$ cat src/rtl/alu_pkg.sv
// Shared definitions for the accumulator sequencer and its command FIFO.
package alu_pkg;

  localparam int WIDTH = 16;

  // ALU opcodes
  localparam logic [2:0] OP_ADD  = 3'b000;
  localparam logic [2:0] OP_SUB  = 3'b001;
  localparam logic [2:0] OP_MIN  = 3'b010;
  localparam logic [2:0] OP_MAX  = 3'b011;
  localparam logic [2:0] OP_AND  = 3'b100;
  localparam logic [2:0] OP_OR   = 3'b101;
  localparam logic [2:0] OP_XOR  = 3'b110;
  localparam logic [2:0] OP_XNOR = 3'b111;

  // Command kinds
  localparam logic [1:0] KIND_LOAD  = 2'b00;
  localparam logic [1:0] KIND_EXEC  = 2'b01;
  localparam logic [1:0] KIND_PEEK  = 2'b10;
  localparam logic [1:0] KIND_CLEAR = 2'b11;

  // Sequencer states
  typedef enum logic [1:0] {
    ST_IDLE = 2'b00,
    ST_EXEC = 2'b01,
    ST_OUT  = 2'b10
  } state_t;

endpackage

$ cat src/rtl/alu_cmd_fifo.sv
// Synchronous command FIFO with wrap-around pointers and an explicit occupancy count.
module alu_cmd_fifo #(
  parameter int W     = 21,
  parameter int DEPTH = 4,
  parameter int AW    = $clog2(DEPTH)
) (
  input  logic          clk,
  input  logic          rst,
  input  logic          push,
  input  logic [W-1:0]  push_data,
  input  logic          pop,
  output logic [W-1:0]  pop_data,
  output logic [AW:0]   count,
  output logic          full,
  output logic          empty
);

  logic [W-1:0]  mem [DEPTH];
  logic [AW-1:0] wr_ptr;
  logic [AW-1:0] rd_ptr;
  logic          do_push;
  logic          do_pop;

  assign full     = (count == (AW+1)'(DEPTH));
  assign empty    = (count == '0);
  assign do_push  = push & ~full;
  assign do_pop   = pop & ~empty;
  assign pop_data = mem[rd_ptr];

  // Storage array; contents are don't-care until written, so no reset.
  always_ff @(posedge clk) begin
    if (do_push) mem[wr_ptr] <= push_data;
  end

  // Pointers and count; a simultaneous push and pop leaves the count unchanged.
  always_ff @(posedge clk or posedge rst) begin
    if (rst) begin
      wr_ptr <= '0;
      rd_ptr <= '0;
      count  <= '0;
    end else begin
      if (do_push) wr_ptr <= wr_ptr + 1'b1;
      if (do_pop)  rd_ptr <= rd_ptr + 1'b1;
      case ({do_push, do_pop})
        2'b10:   count <= count + 1'b1;
        2'b01:   count <= count - 1'b1;
        default: count <= count;
      endcase
    end
  end

endmodule

$ cat src/rtl/alu_acc_seq.sv
// Command-driven accumulator sequencer feeding an external combinational ALU.
//
// state | meaning
// IDLE  | waiting for a buffered command; pops the head into the exec registers
// EXEC  | ALU inputs are stable; commit acc and/or capture the result
// OUT   | result presented on res_*; held until res_ready
module alu_acc_seq
  import alu_pkg::*;
#(
  parameter int WIDTH = alu_pkg::WIDTH,
  parameter int DEPTH = 4
) (
  input  logic             clk,
  input  logic             rst,
  input  logic             cmd_valid,
  output logic             cmd_ready,
  input  logic [1:0]       cmd_kind,
  input  logic [2:0]       cmd_op,
  input  logic [WIDTH-1:0] cmd_data,
  output logic [WIDTH-1:0] alu_a,
  output logic [WIDTH-1:0] alu_b,
  output logic [2:0]       alu_op,
  input  logic [WIDTH-1:0] alu_y,
  input  logic             alu_cout,
  output logic             res_valid,
  input  logic             res_ready,
  output logic [WIDTH-1:0] res_data,
  output logic             res_cout,
  output logic             res_zero
);

  localparam int ENTRY_W = 2 + 3 + WIDTH;
  localparam int CNT_W   = $clog2(DEPTH) + 1;

  logic [ENTRY_W-1:0] head;
  logic [CNT_W-1:0]   fifo_count;
  logic               fifo_full;
  logic               fifo_empty;
  logic               push;
  logic               pop;

  logic [1:0]         head_kind;
  logic [2:0]         head_op;
  logic [WIDTH-1:0]   head_data;

  state_t             state;
  logic [1:0]         ex_kind;
  logic [WIDTH-1:0]   acc;

  assign cmd_ready = (fifo_count < CNT_W'(DEPTH));
  assign push      = cmd_valid & ~fifo_full;
  assign pop       = (state == ST_IDLE) & ~fifo_empty;

  assign {head_kind, head_op, head_data} = head;

  alu_cmd_fifo #(
    .W     (ENTRY_W),
    .DEPTH (DEPTH)
  ) u_fifo (
    .clk       (clk),
    .rst       (rst),
    .push      (push),
    .push_data ({cmd_kind, cmd_op, cmd_data}),
    .pop       (pop),
    .pop_data  (head),
    .count     (fifo_count),
    .full      (fifo_full),
    .empty     (fifo_empty)
  );

  // Sequencer FSM; alu_b/alu_op double as the exec data/op registers and alu_a shadows acc.
  always_ff @(posedge clk or posedge rst) begin
    if (rst) begin
      state     <= ST_IDLE;
      ex_kind   <= KIND_LOAD;
      acc       <= '0;
      alu_a     <= '0;
      alu_b     <= '0;
      alu_op    <= OP_ADD;
      res_valid <= 1'b0;
      res_data  <= '0;
      res_cout  <= 1'b0;
      res_zero  <= 1'b0;
    end else begin
      case (state)
        ST_IDLE: begin
          if (!fifo_empty) begin
            ex_kind <= head_kind;
            alu_op  <= head_op;
            alu_b   <= head_data;
            alu_a   <= acc;
            state   <= ST_EXEC;
          end
        end
        ST_EXEC: begin
          case (ex_kind)
            KIND_LOAD: begin
              acc   <= alu_b;
              alu_a <= alu_b;
              state <= ST_IDLE;
            end
            KIND_CLEAR: begin
              acc   <= '0;
              alu_a <= '0;
              state <= ST_IDLE;
            end
            KIND_EXEC: begin
              acc       <= alu_y;
              alu_a     <= alu_y;
              res_data  <= alu_y;
              res_cout  <= alu_cout;
              res_zero  <= (alu_y == '0);
              res_valid <= 1'b1;
              state     <= ST_OUT;
            end
            default: begin
              res_data  <= acc;
              res_cout  <= 1'b0;
              res_zero  <= (acc == '0);
              res_valid <= 1'b1;
              state     <= ST_OUT;
            end
          endcase
        end
        ST_OUT: begin
          if (res_ready) begin
            res_valid <= 1'b0;
            state     <= ST_IDLE;
          end
        end
        default: state <= ST_IDLE;
      endcase
    end
  end

endmodule

$ cat config.mk
export PLATFORM = sky130hd
export DESIGN_NAME = alu_acc_seq
export DESIGN_NICKNAME = d
export VERILOG_FILES = /design/src/rtl/alu_pkg.sv /design/src/rtl/alu_cmd_fifo.sv /design/src/rtl/alu_acc_seq.sv
export SDC_FILE = /design/constraint.sdc
export NUM_CORES = 1
export LEC_CHECK = 0
export CAP_MARGIN = 20
export CORE_MARGIN = 8
export CORE_UTILIZATION = 50
export CTS_CLUSTER_SIZE = 28
export DETAILED_ROUTE_END_ITERATION = 10
export GPL_ROUTABILITY_DRIVEN = 0
export PLACE_DENSITY = 0.82
export SLEW_MARGIN = 20
export SYNTH_ARGS = -nofsm -noshare
export SYNTH_HDL_FRONTEND = slang
export SYNTH_SLANG_ARGS = --single-unit
$ cat constraint.sdc
create_clock -name clk -period 7.8 [get_ports clk]
set_input_delay 1.56 -clock clk [delete_from_list [all_inputs] [get_ports clk]]
set_output_delay 1.56 -clock clk [all_outputs]
set_load 0.01 [all_outputs]
==> metrics.csv, run 1 <==
stage,metric,value,unit
sta,Setup WS post-layout,4670,ps
status,status,completed,
global_routing,first-pass GRT wire length,23600,um
job,maxcap violations,0,
clocking,CTS root buf,clkbuf_16,
clocking,Clock Pin Slew Worst Setup and Hold Paths,60,ps
sta,setup TNS,0,ps
placement,post-DP HPWL,10000,um
setup_path,crit path to,u_fifo.mem[1][8],
drt,metal2 WL,7680,um
worst_hold_path,HP Class,flip-flop to flip-flop,
synth,Synth Area in Adders,0.0176,
global_routing,vias in the first global route,4454,
floorplan,core box area,13300,um2
global_routing,largest net degree at the start of global routing,82,
power_and_ir_drop,peak supply drop,186,uV
sta,RSZ-0062 raised after global routing,false,
synth,post-synthesis mux area share,0.119,
drt,Final ANT Viol Nets,0,
drt,# DRC,0,
cells_and_area,antenna diode count,0,
global_routing,initial antenna violation count,0,
drt,routed len/inst,18.9,um
floorplan,std cell rows,42,
setup_path,Reg-to-Reg Start,u_fifo.count[1],
floorplan,Initial Util,0.512,
sta,fin crit share,0.401,
setup_path,Reg2Reg Depth,7,
sta,Least-Margin Pin Slew,1020,ps
synth,post-synthesis net count,541,
setup_path,crit path max fanout,21,
setup_path,Critical Path Source Type,input pin,
synth,synth warn,0,
clocking,CTS Buf Count,17,
power_and_ir_drop,Cell Pwr Density,443,nW/um2
drt,DRT Wirelength,14600,um
floorplan,DIE AREA,17600,um2
sta,Final Setup Violations,0,
cells_and_area,Syn-to-layout area delta,23.8,%
sta,fin crit period,3130,ps
clocking,Skew-Pair Late Insertion Delay,420,ps
synth,post-synth cell types,38,
cells_and_area,layout cells sized above 1,0.128,
synth,"Seq/Total Area, Yosys",0.668,
drt,Top Layer Used,met4,
clocking,deepest clock path buffer count,2,
setup_path,required time of the critical path,7840,ps
synth,compound-cell area share of the yosys netlist,0.0645,
drt,via count,4230,
drt,vias per std cell,5.49,
clocking,cts hold-fix bufs,0,
synth,Post-Synth XOR/XNOR Area,0.00772,
setup_path,R2R Setup Slk,4870,ps
global_routing,Global Route Usage Sum,0.172,
synth,Mean Syn Cell Area,13.9,um2
sta,Fmax,320,MHz
floorplan,Ports,97,
synth,largest family of logic cells by synthesized area,multiplexers,
synth,synthesized cell area,6810,um2
clocking,post-CTS sizing,0,
setup_path,CP startpoint,cmd_valid,
drt,drt initial violations,281,
global_routing,gr ovfl total,0,
cells_and_area,Nets,634,
floorplan,die span in x,133,um
setup_path,critical path class,input pin to flip-flop,
sta,Max-slew headroom,0.322,
drt,WL met3,869,um
clocking,Post-CTS Setup Inserts,0,
drt,drt first pass iters,5,
synth,Synth Instances,490,
clocking,H-tree lvl count,4,
synth,#FFs+latches synth,165,
setup_path,Worst EP arrival,3170,ps
clocking,CTS sink count,165,
sta,Max Transition Viols Final,0,
cells_and_area,Fillers,985,
placement,"worst slack, placed",4220,ps
power_and_ir_drop,leakage,3.27,nW
synth,Synth Area in Simple Gates,0.0902,
sta,Final Skew,6.32,ps
clocking,CTS tree,built,
floorplan,Vert. Die Dim,133,um
placement,port bufs,96,
drt,DRT met1 WL,5870,um
setup_path,RR Endpoint,u_fifo.count[1],
sta,Fin. Hold Viols,0,
setup_path,Critical Path End Type,flip-flop,
==> Yosys cell counts (all sizes together) <==
| library cell | n | area share |
|---|---|---|
| or3 | 1 | 0.00092 |
| inv | 13 | 0.0072 |
| or4 | 1 | 0.0017 |
| xor2 | 1 | 0.0013 |
| ha | 8 | 0.015 |
| a22oi | 16 | 0.018 |
| nor2 | 39 | 0.024 |
| nor3b | 1 | 0.0028 |
| clkinv | 1 | 0.00073 |
| nor4 | 5 | 0.0046 |
| o21ai | 24 | 0.018 |
| nand4 | 1 | 0.00092 |
| and2 | 4 | 0.0037 |
| nor2b | 1 | 0.00092 |
| nand3 | 1 | 0.00073 |
| edfxtp | 84 | 0.37 |
| nand2 | 81 | 0.045 |
| o31a | 1 | 0.0013 |
| mux2 | 16 | 0.026 |
| clkbuf | 4 | 0.0022 |
| mux2i | 16 | 0.024 |
| mux4 | 21 | 0.069 |
| dfrtp | 81 | 0.30 |
| nor4b | 1 | 0.0022 |
| a21o | 1 | 0.0011 |
| fa | 1 | 0.0029 |
| nor3 | 3 | 0.0022 |
| xnor2 | 5 | 0.0064 |
| o21a | 1 | 0.0011 |
| nand2b | 1 | 0.00092 |
| a311o | 1 | 0.0015 |
| a21oi | 33 | 0.024 |
| buf | 22 | 0.022 |
==> power breakdown <==
| group | internal [mW] | switching [mW] | leakage, nW |
|---|---|---|---|
| Clock | 0.495 | 0.308 | 0.279 |
| Combinational | 0.710 | 0.769 | 1.28 |
| Sequential | 1.24 | 0.219 | 1.71 |
==> worst min path at each step <==
| stage | startpoint | end | slack (ps) | cells past startpoint |
|---|---|---|---|---|
| 6_report | alu_op[0] | alu_op[0] | 480 | 2 |
| 5_1_grt | alu_op[2] | alu_op[2] | 530 | 2 |
| 3_3_place_gp | alu_op[1] | alu_op[1] | 470 | 2 |
| 4_1_cts | alu_op[0] | alu_op[0] | 490 | 2 |
| 2_1_floorplan | u_fifo.count[0] | u_fifo.count[0] | 480 | 1 |
| 3_5_place_dp | alu_op[0] | alu_op[0] | 470 | 2 |
==> state kept, by name (all words and copies together) (netlist names), 3 cells and up <==
register	flops
alu_b	16
u_fifo.mem	84
res_data	16
acc	16
alu_op	3
alu_a	16
u_fifo.count	3
==> cell usage in the layout (no fill, tap or decap), drive strengths merged <==
master         Yosys  final
a21o               1      1
clkinvlp           0      1
or4                1      1
xor2               1      1
clkdlybuf4s50      0     96
ha                 8      8
nor2b              1      1
nor4b              1      1
buf               22      4
xnor2              5      5
o21a               1      1
mux2i             16     16
dfrtp             81     81
nand2             81     81
o31a               1      1
bufinv             0      3
clkinv             1     10
nor3               3      3
a22oi             16     16
mux4              21     21
nand3              1      1
or3                1      1
edfxtp            84     84
nand4              1      1
a311o              1      1
nor4               5      5
fa                 1      1
a21oi             33     33
clkbuf             4     19
mux2              16     16
o21ai             24     24
nor3b              1      1
and2               4      4
nor2              39     39
nand2b             1      1
inv               13     12
==> cell families (layout without fill, tap and decap cells) <==
| family | Yosys count | after routing |
|---|---|---|
| compound gates | 77 | 77 |
| xor+xnor | 6 | 6 |
| fa+ha+maj | 9 | 9 |
| buf+inv | 40 | 145 |
| flops | 165 | 165 |
| mux | 53 | 53 |
| simple gates | 140 | 140 |
==> per-layer routing <==
metal,GRT usage,vias to the layer above
met3,0.0454,17
li1,-,1956
met5,0,-
met1,0.201,2095
met2,0.293,162
met4,0.0726,0
==> critical path, cell delays in order <==
cell and delay [ps]:
clkdlybuf4s50_1 460, o31a_1 290, and2_1 850
==> cell type report <==
type | count | area [um2] | share of cell area
multi-input cells | 285 | 2040 | 0.242
repair buffers | 100 | 991 | 0.118
clock buffers | 19 | 433 | 0.0514
clock inverters | 12 | 138 | 0.0163
inverters | 14 | 55.1 | 0.00653
flip-flops and latches | 165 | 4550 | 0.540
well taps | 176 | 220 | 0.0261
==> per-stage QoR <==
| stage | total power [mW] | utilization | cells | area [um2] | hold WS, ps |
|---|---|---|---|---|---|
| 5_1_grt | 3.98 | 0.634 | 771 | 8430 | 526 |
| 6_report | 3.74 | 0.634 | 771 | 8430 | 484 |
| 3_5_place_dp | 2.95 | 0.591 | 740 | 7860 | 473 |
| 3_3_place_gp | 2.88 | 0.591 | 740 | 7860 | 471 |
| 2_1_floorplan | 2.43 | - | 490 | 6810 | 480 |
| 4_1_cts | 3.77 | 0.634 | 771 | 8430 | 488 |
(Power assumes the default switching activity.)
==> inputs of run 2 (changes only) <==
Settings changed: CORE_UTILIZATION 50 to 49, PLACE_DENSITY 0.82 to 0.84.
Clock period 7.8 ns to 2.56 ns, I/O delays scaled along.
==> run 2 against run 1 <==
Compared with the run above:
- critical path depth rose by 3
- flip-flop and latch count did not move
- sequential power rose to 3.0 times the previous value
- clock skew rose by 0.90 ps
- critical endpoint is now alu_a[7]
- combinational power rose to 3.2 times the previous value
- count of clock-buffer cells in the layout rose by 2
==> metrics.csv, run 2 (same netlist as run 1, synthesis figures left out) <==
stage,metric,value,unit,change
cells_and_area,"commonest non-fill, non-tap cell in the layout",clkdlybuf4s50_1,,
clocking,CTS tree,built,,
setup_path,R2R Setup Slk,460,ps,-4410 ps
worst_hold_path,HP Class,input pin to async pin,,
clocking,post-CTS sizing,0,,unchanged
setup_path,CP Buf/Inv Count,1,,unchanged
placement,"worst slack, placed",265,ps,-3950 ps
drt,via count,4332,,+2.4%
cells_and_area,layout cells sized above 1,0.143,,+0.0156
clocking,cts hold-fix bufs,0,,unchanged
sta,setup TNS,0,ps,unchanged
clocking,H-tree lvl count,4,,unchanged
setup_path,Worst EP arrival,2400,ps,-770 ps
global_routing,gr ovfl total,0,,unchanged
placement,port bufs,96,,unchanged
drt,routed len/inst,18.9,um,about the same
cells_and_area,antenna diode count,0,,unchanged
clocking,CTS Buf Count,17,,unchanged
drt,drt first pass iters,5,,unchanged
drt,Final ANT Viol Nets,0,,unchanged
placement,# placed instances,755,,+2.0%
sta,fin crit share,0.820,,
cells_and_area,max reg flops,84,,unchanged
setup_path,crit path max fanout,16,,-24%
setup_path,Reg2Reg Depth,6,,-1
clocking,CTS root buf,clkbuf_16,,
setup_path,"critical path, cell by cell","inv_1, ha_1, o21ai_1, o21a_1, nor2_4, mux2_2",,
cells_and_area,most frequent cells in the layout,"clkdlybuf4s50_1 (96), edfxtp_1 (84), nand2_1 (81), dfrtp_1 (81), nor2_1 (36)",,
setup_path,critical path class,flip-flop to flip-flop,,
floorplan,Ports,97,,unchanged
clocking,Skew-Pair Late Insertion Delay,420,ps,about the same
drt,DRT Wirelength,14900,um,+2.1%
floorplan,std cell rows,43,,+2.4%
drt,drt initial violations,490,,+74%
floorplan,Initial Util,0.496,,-0.0158
power_and_ir_drop,Cell Pwr Density,1360,nW/um2,+210%
setup_path,RR Endpoint,alu_a[7],,
sta,RSZ-0062 raised after global routing,false,,
global_routing,Global Route Usage Sum,0.176,,+0.00382
global_routing,first-pass GRT wire length,24400,um,+3.4%
setup_path,Top Family by Delay on Critical Path,simple AND/OR/NAND/NOR gates,,
floorplan,die span in x,134,um,+0.89%
placement,post-DP HPWL,10400,um,+4.1%
sta,fin crit period,2100,ps,
cells_and_area,fin cells,787,,+2.1%
floorplan,DIE AREA,17900,um2,+1.8%
sta,Fin. Hold Viols,0,,unchanged
setup_path,Critical Path End Type,flip-flop,,
setup_path,Critical-path top delay cell,nor2_4,,
global_routing,initial antenna violation count,0,,unchanged
sta,Setup WS post-layout,462,ps,-4210 ps
clocking,deepest clock path buffer count,2,,unchanged
sta,Final Skew,7.21,ps,+0.898 ps
setup_path,required time of the critical path,2860,ps,-4980 ps
cells_and_area,Syn-to-layout area delta,26.0,%,
drt,vias per std cell,5.50,,+0.33%
sta,Final Setup Violations,0,,unchanged
cells_and_area,Nets,645,,+1.7%
sta,Max Transition Viols Final,0,,unchanged
status,status,completed,,
clocking,Post-CTS Setup Inserts,0,,unchanged
global_routing,vias in the first global route,4570,,+2.6%
setup_path,crit-path max cell delay,410,ps,-440 ps
drt,# DRC,0,,unchanged
setup_path,Reg-to-Reg Start,ex_kind[0],,
global_routing,largest net degree at the start of global routing,36,,-56%
clocking,Clock Pin Slew Worst Setup and Hold Paths,60,ps,about the same
power_and_ir_drop,peak supply drop,606,uV,+230%
cells_and_area,post-route core utilization,0.625,,-0.00865
setup_path,Critical Path Source Type,flip-flop,,
power_and_ir_drop,leakage,3.34,nW,+2.2%
sta,Max-slew headroom,0.513,,+0.191
floorplan,core box area,13700,um2,+3.2%
cells_and_area,Reg with most FFs,u_fifo.mem,,
sta,Fmax,477,MHz,
clocking,CTS sink count,165,,unchanged
sta,Least-Margin Pin Slew,730,ps,-287 ps
job,maxcap violations,0,,unchanged
floorplan,Vert. Die Dim,134,um,+0.89%
run 2: changes by cell type in the layout (fill, tap and decap cells not counted), sizes merged:
cell	before	now
bufinv	3	4
clkbuf	19	21
clkinv	10	6
clkinvlp	1	3
buf	4	15
run 2: how the worst max path moves through the flow:
| stage | from | endpoint | slack (ps) | depth (start not counted) |
|---|---|---|---|---|
| floorplan | state[1] | u_fifo.count[2] | 360 | 10 |
| global placement | cmd_valid | u_fifo.count[2] | 340 | 9 |
| detailed placement | cmd_valid | u_fifo.count[2] | 270 | 9 |
| CTS | ex_kind[0] | alu_a[7] | 460 | 6 |
| global route | state[1] | u_fifo.count[2] | 360 | 8 |
| finish | ex_kind[0] | alu_a[7] | 460 | 6 |
run 2: power by group:
part,switching [mW],internal (mW),total (mW),leakage [nW]
Combinational,2.47,2.26,4.72,1.34
Clock,0.958,1.64,2.60,0.292
Sequential,0.604,3.76,4.36,1.71
Total,4.03,7.66,11.7,3.34
run 2: stage by stage:
step / hold WS (ps) / instance area [um2] / power [mW]
2_1_floorplan: 480 / 6810 / 7.40
3_5_place_dp: 478 / 7970 / 9.10
3_3_place_gp: 470 / 7970 / 8.86
6_report: 485 / 8580 / 11.7
4_1_cts: 489 / 8580 / 11.8
5_1_grt: 525 / 8580 / 12.4
run 2: cell type report:
cell class	count	area [um2]
Tap cell	180	225
Clock inverter	11	158
Inverter	14	57.6
Timing Repair Buffer	111	1100
Sequential cell	165	4550
Multi-Input combinational cell	285	2040
Clock buffer	21	450
Fill cell	988	5140
run 2: metal layers:
| metal | wire length [um] | track usage | vias up |
|---|---|---|---|
| met3 | 1140 | 0.0587 | 28 |
| met2 | 7520 | 0.288 | 176 |
| met1 | 5960 | 0.212 | 2152 |
| li1 | - | - | 1976 |
| met4 | 290 | 0.0636 | 0 |
| met5 | 0 | 0 | - |
==> inputs of run 3 (changes only) <==
Settings changed: CORE_UTILIZATION 49 to 50, PLACE_DENSITY 0.84 to 0.82.
Clock period 2.56 ns to 2.2 ns, I/O delays scaled along.
==> run 3 against run 2 <==
Compared with the run above:
- worst hold slack got worse by 15 ps
- total power rose by 15%
- highest routed layer unchanged
- critical path type unchanged
- utilization rose by 2.1 points
- largest cell class unchanged
- fmax up 4.2%
- global-route usage rose by 0.18 points
- sequential share of layout area fell by 0.070 points
- cell area grew 0.16%
- critical endpoint is now u_fifo.count[2]
==> metrics.csv, run 3 (same netlist as run 1, synthesis figures left out) <==
stage,metric,value,unit,change
status,status,completed,,
setup_path,crit-path max cell delay,460,ps,+50 ps
sta,Max Transition Viols Final,0,,unchanged
floorplan,Ports,97,,unchanged
placement,"worst slack, placed",100,ps,-165 ps
placement,post-DP HPWL,10300,um,-0.72%
setup_path,Worst EP arrival,2370,ps,-30 ps
clocking,CTS Buf Count,17,,unchanged
power_and_ir_drop,Tot Pwr,13.5,mW,+15%
drt,drt initial violations,383,,-22%
clocking,Skew-Pair Late Insertion Delay,430,ps,about the same
worst_hold_path,HP Class,input pin to async pin,,
cells_and_area,layout cells sized above 1,0.156,,+0.0127
drt,via count,4250,,-1.9%
drt,Final ANT Viol Nets,0,,unchanged
clocking,CTS tree,built,,
placement,Placed Area,8020,um2,+0.61%
cells_and_area,most frequent cells in the layout,"clkdlybuf4s50_1 (96), edfxtp_1 (84), nand2_1 (81)",,
setup_path,"critical path, cell by cell","or3_1, clkinv_2, ha_1, inv_1, fa_1, xor2_1, nor2_1, xnor2_1",,
setup_path,Critical Path Source Type,flip-flop,,
placement,# placed instances,753,,-0.26%
clocking,H-tree lvl count,4,,unchanged
drt,routed len/inst,19.2,um,+1.2%
sta,Least-Margin Pin Slew,665,ps,-64.7 ps
floorplan,std cell rows,42,,-2.3%
placement,port bufs,96,,unchanged
floorplan,core box area,13300,um2,-3.1%
global_routing,Global Route Usage Sum,0.177,,+0.00177
setup_path,crit path max fanout,6,,-10
drt,Top Layer Used,met4,,
clocking,post-CTS sizing,0,,unchanged
setup_path,Critical Path End Type,flip-flop,,
cells_and_area,Nets,647,,+0.31%
sta,setup TNS,0,ps,unchanged
setup_path,required time of the critical path,2560,ps,-300 ps
drt,DRT met1 WL,6360,um,+6.7%
clocking,Post-CTS Setup Inserts,0,,unchanged
cells_and_area,"commonest non-fill, non-tap cell in the layout",clkdlybuf4s50_1,,
floorplan,Vert. Die Dim,133,um,-0.89%
cells_and_area,fin cells,785,,-0.25%
cells_and_area,antenna diode count,0,,unchanged
clocking,Clock Pin Slew Worst Setup and Hold Paths,70,ps,about the same
cells_and_area,Finished Cell Area,8590,um2,+0.16%
sta,RSZ-0062 raised after global routing,false,,
sta,Fin. Hold Viols,0,,unchanged
cells_and_area,post-route core utilization,0.646,,+0.0210
power_and_ir_drop,leakage,3.33,nW,-0.41%
sta,Final Skew,6.33,ps,-0.881 ps
sta,hold slack,470,ps,-14.9 ps
power_and_ir_drop,peak supply drop,700,uV,+15%
setup_path,Critical-path top delay cell,dfrtp_2,,
clocking,CTS sink count,165,,unchanged
drt,WL met3,792,um,-30%
global_routing,gr ovfl total,0,,unchanged
floorplan,Initial Util,0.512,,+0.0158
drt,drt first pass iters,4,,-1
setup_path,critical path class,flip-flop to flip-flop,,
sta,Final Setup Violations,0,,unchanged
floorplan,DIE AREA,17600,um2,-1.8%
global_routing,vias in the first global route,4527,,-0.94%
sta,fin crit share,0.916,,+0.0961
drt,metal2 WL,7470,um,-0.65%
global_routing,initial antenna violation count,0,,unchanged
cells_and_area,Syn-to-layout area delta,26.2,%,
global_routing,largest net degree at the start of global routing,82,,+130%
sta,Fmax,496,MHz,+4.2%
clocking,CTS root buf,clkbuf_16,,
floorplan,die span in x,133,um,-0.89%
global_routing,first-pass GRT wire length,24200,um,-1.2%
sta,Max-slew headroom,0.556,,+0.0432
clocking,cts hold-fix bufs,0,,unchanged
clocking,deepest clock path buffer count,2,,unchanged
sta,fin crit period,2010,ps,-83.7 ps
drt,DRT Wirelength,15000,um,+0.92%
cells_and_area,max reg flops,84,,unchanged
sta,Setup WS post-layout,186,ps,-276 ps
setup_path,R2R Setup Slk,190,ps,-280 ps
drt,vias per std cell,5.41,,-1.6%
job,maxcap violations,0,,unchanged
drt,# DRC,0,,unchanged
cells_and_area,Reg with most FFs,u_fifo.mem,,
power_and_ir_drop,Cell Pwr Density,1570,nW/um2,+15%
==> run 3: area by class of cell <==
type	instances	area [um2]
clock inverter	15	148
sequential	165	4550
inverter	14	57.6
multi-input combinational	285	2040
clock buffer	17	425
timing repair buffer	113	1150
fill	990	4700
tap	176	220
==> run 3: path summary, 6_finish.rpt <==
check / start / end / cells after the start
max in group asynchronous: rst / state[1] / 3
setup reg to reg: state[1] / u_fifo.count[2] / 8
min in group clk: alu_op[1] / alu_op[1] / 2
hold / removal: rst / res_data[12] / 3
setup / recovery: state[1] / u_fifo.count[2] / 8
hold reg to reg: alu_op[1] / alu_op[1] / 2
==> run 3: power breakdown <==
group | internal (mW) | switching (mW) | total (mW)
registers | 4.37 | 0.697 | 5.07
logic | 2.71 | 2.86 | 5.57
clock network | 1.58 | 1.27 | 2.85
total | 8.67 | 4.82 | 13.5
==> run 3: layer usage <==
metal	vias up	track usage
li1	1974	-
met1	2090	0.208
met2	146	0.298
met3	40	0.0462
met4	0	0.0864
met5	-	0
==> run 3: worst max-delay path: cells and delay by family (launching register included) <==
kind                       cells  cell delay [ps]
and+or+nand+nor                2              540
adders and majority gates      2              540
buffers and inverters          2              130
xor gates and xnor gates       2              270
DFF                            1              460
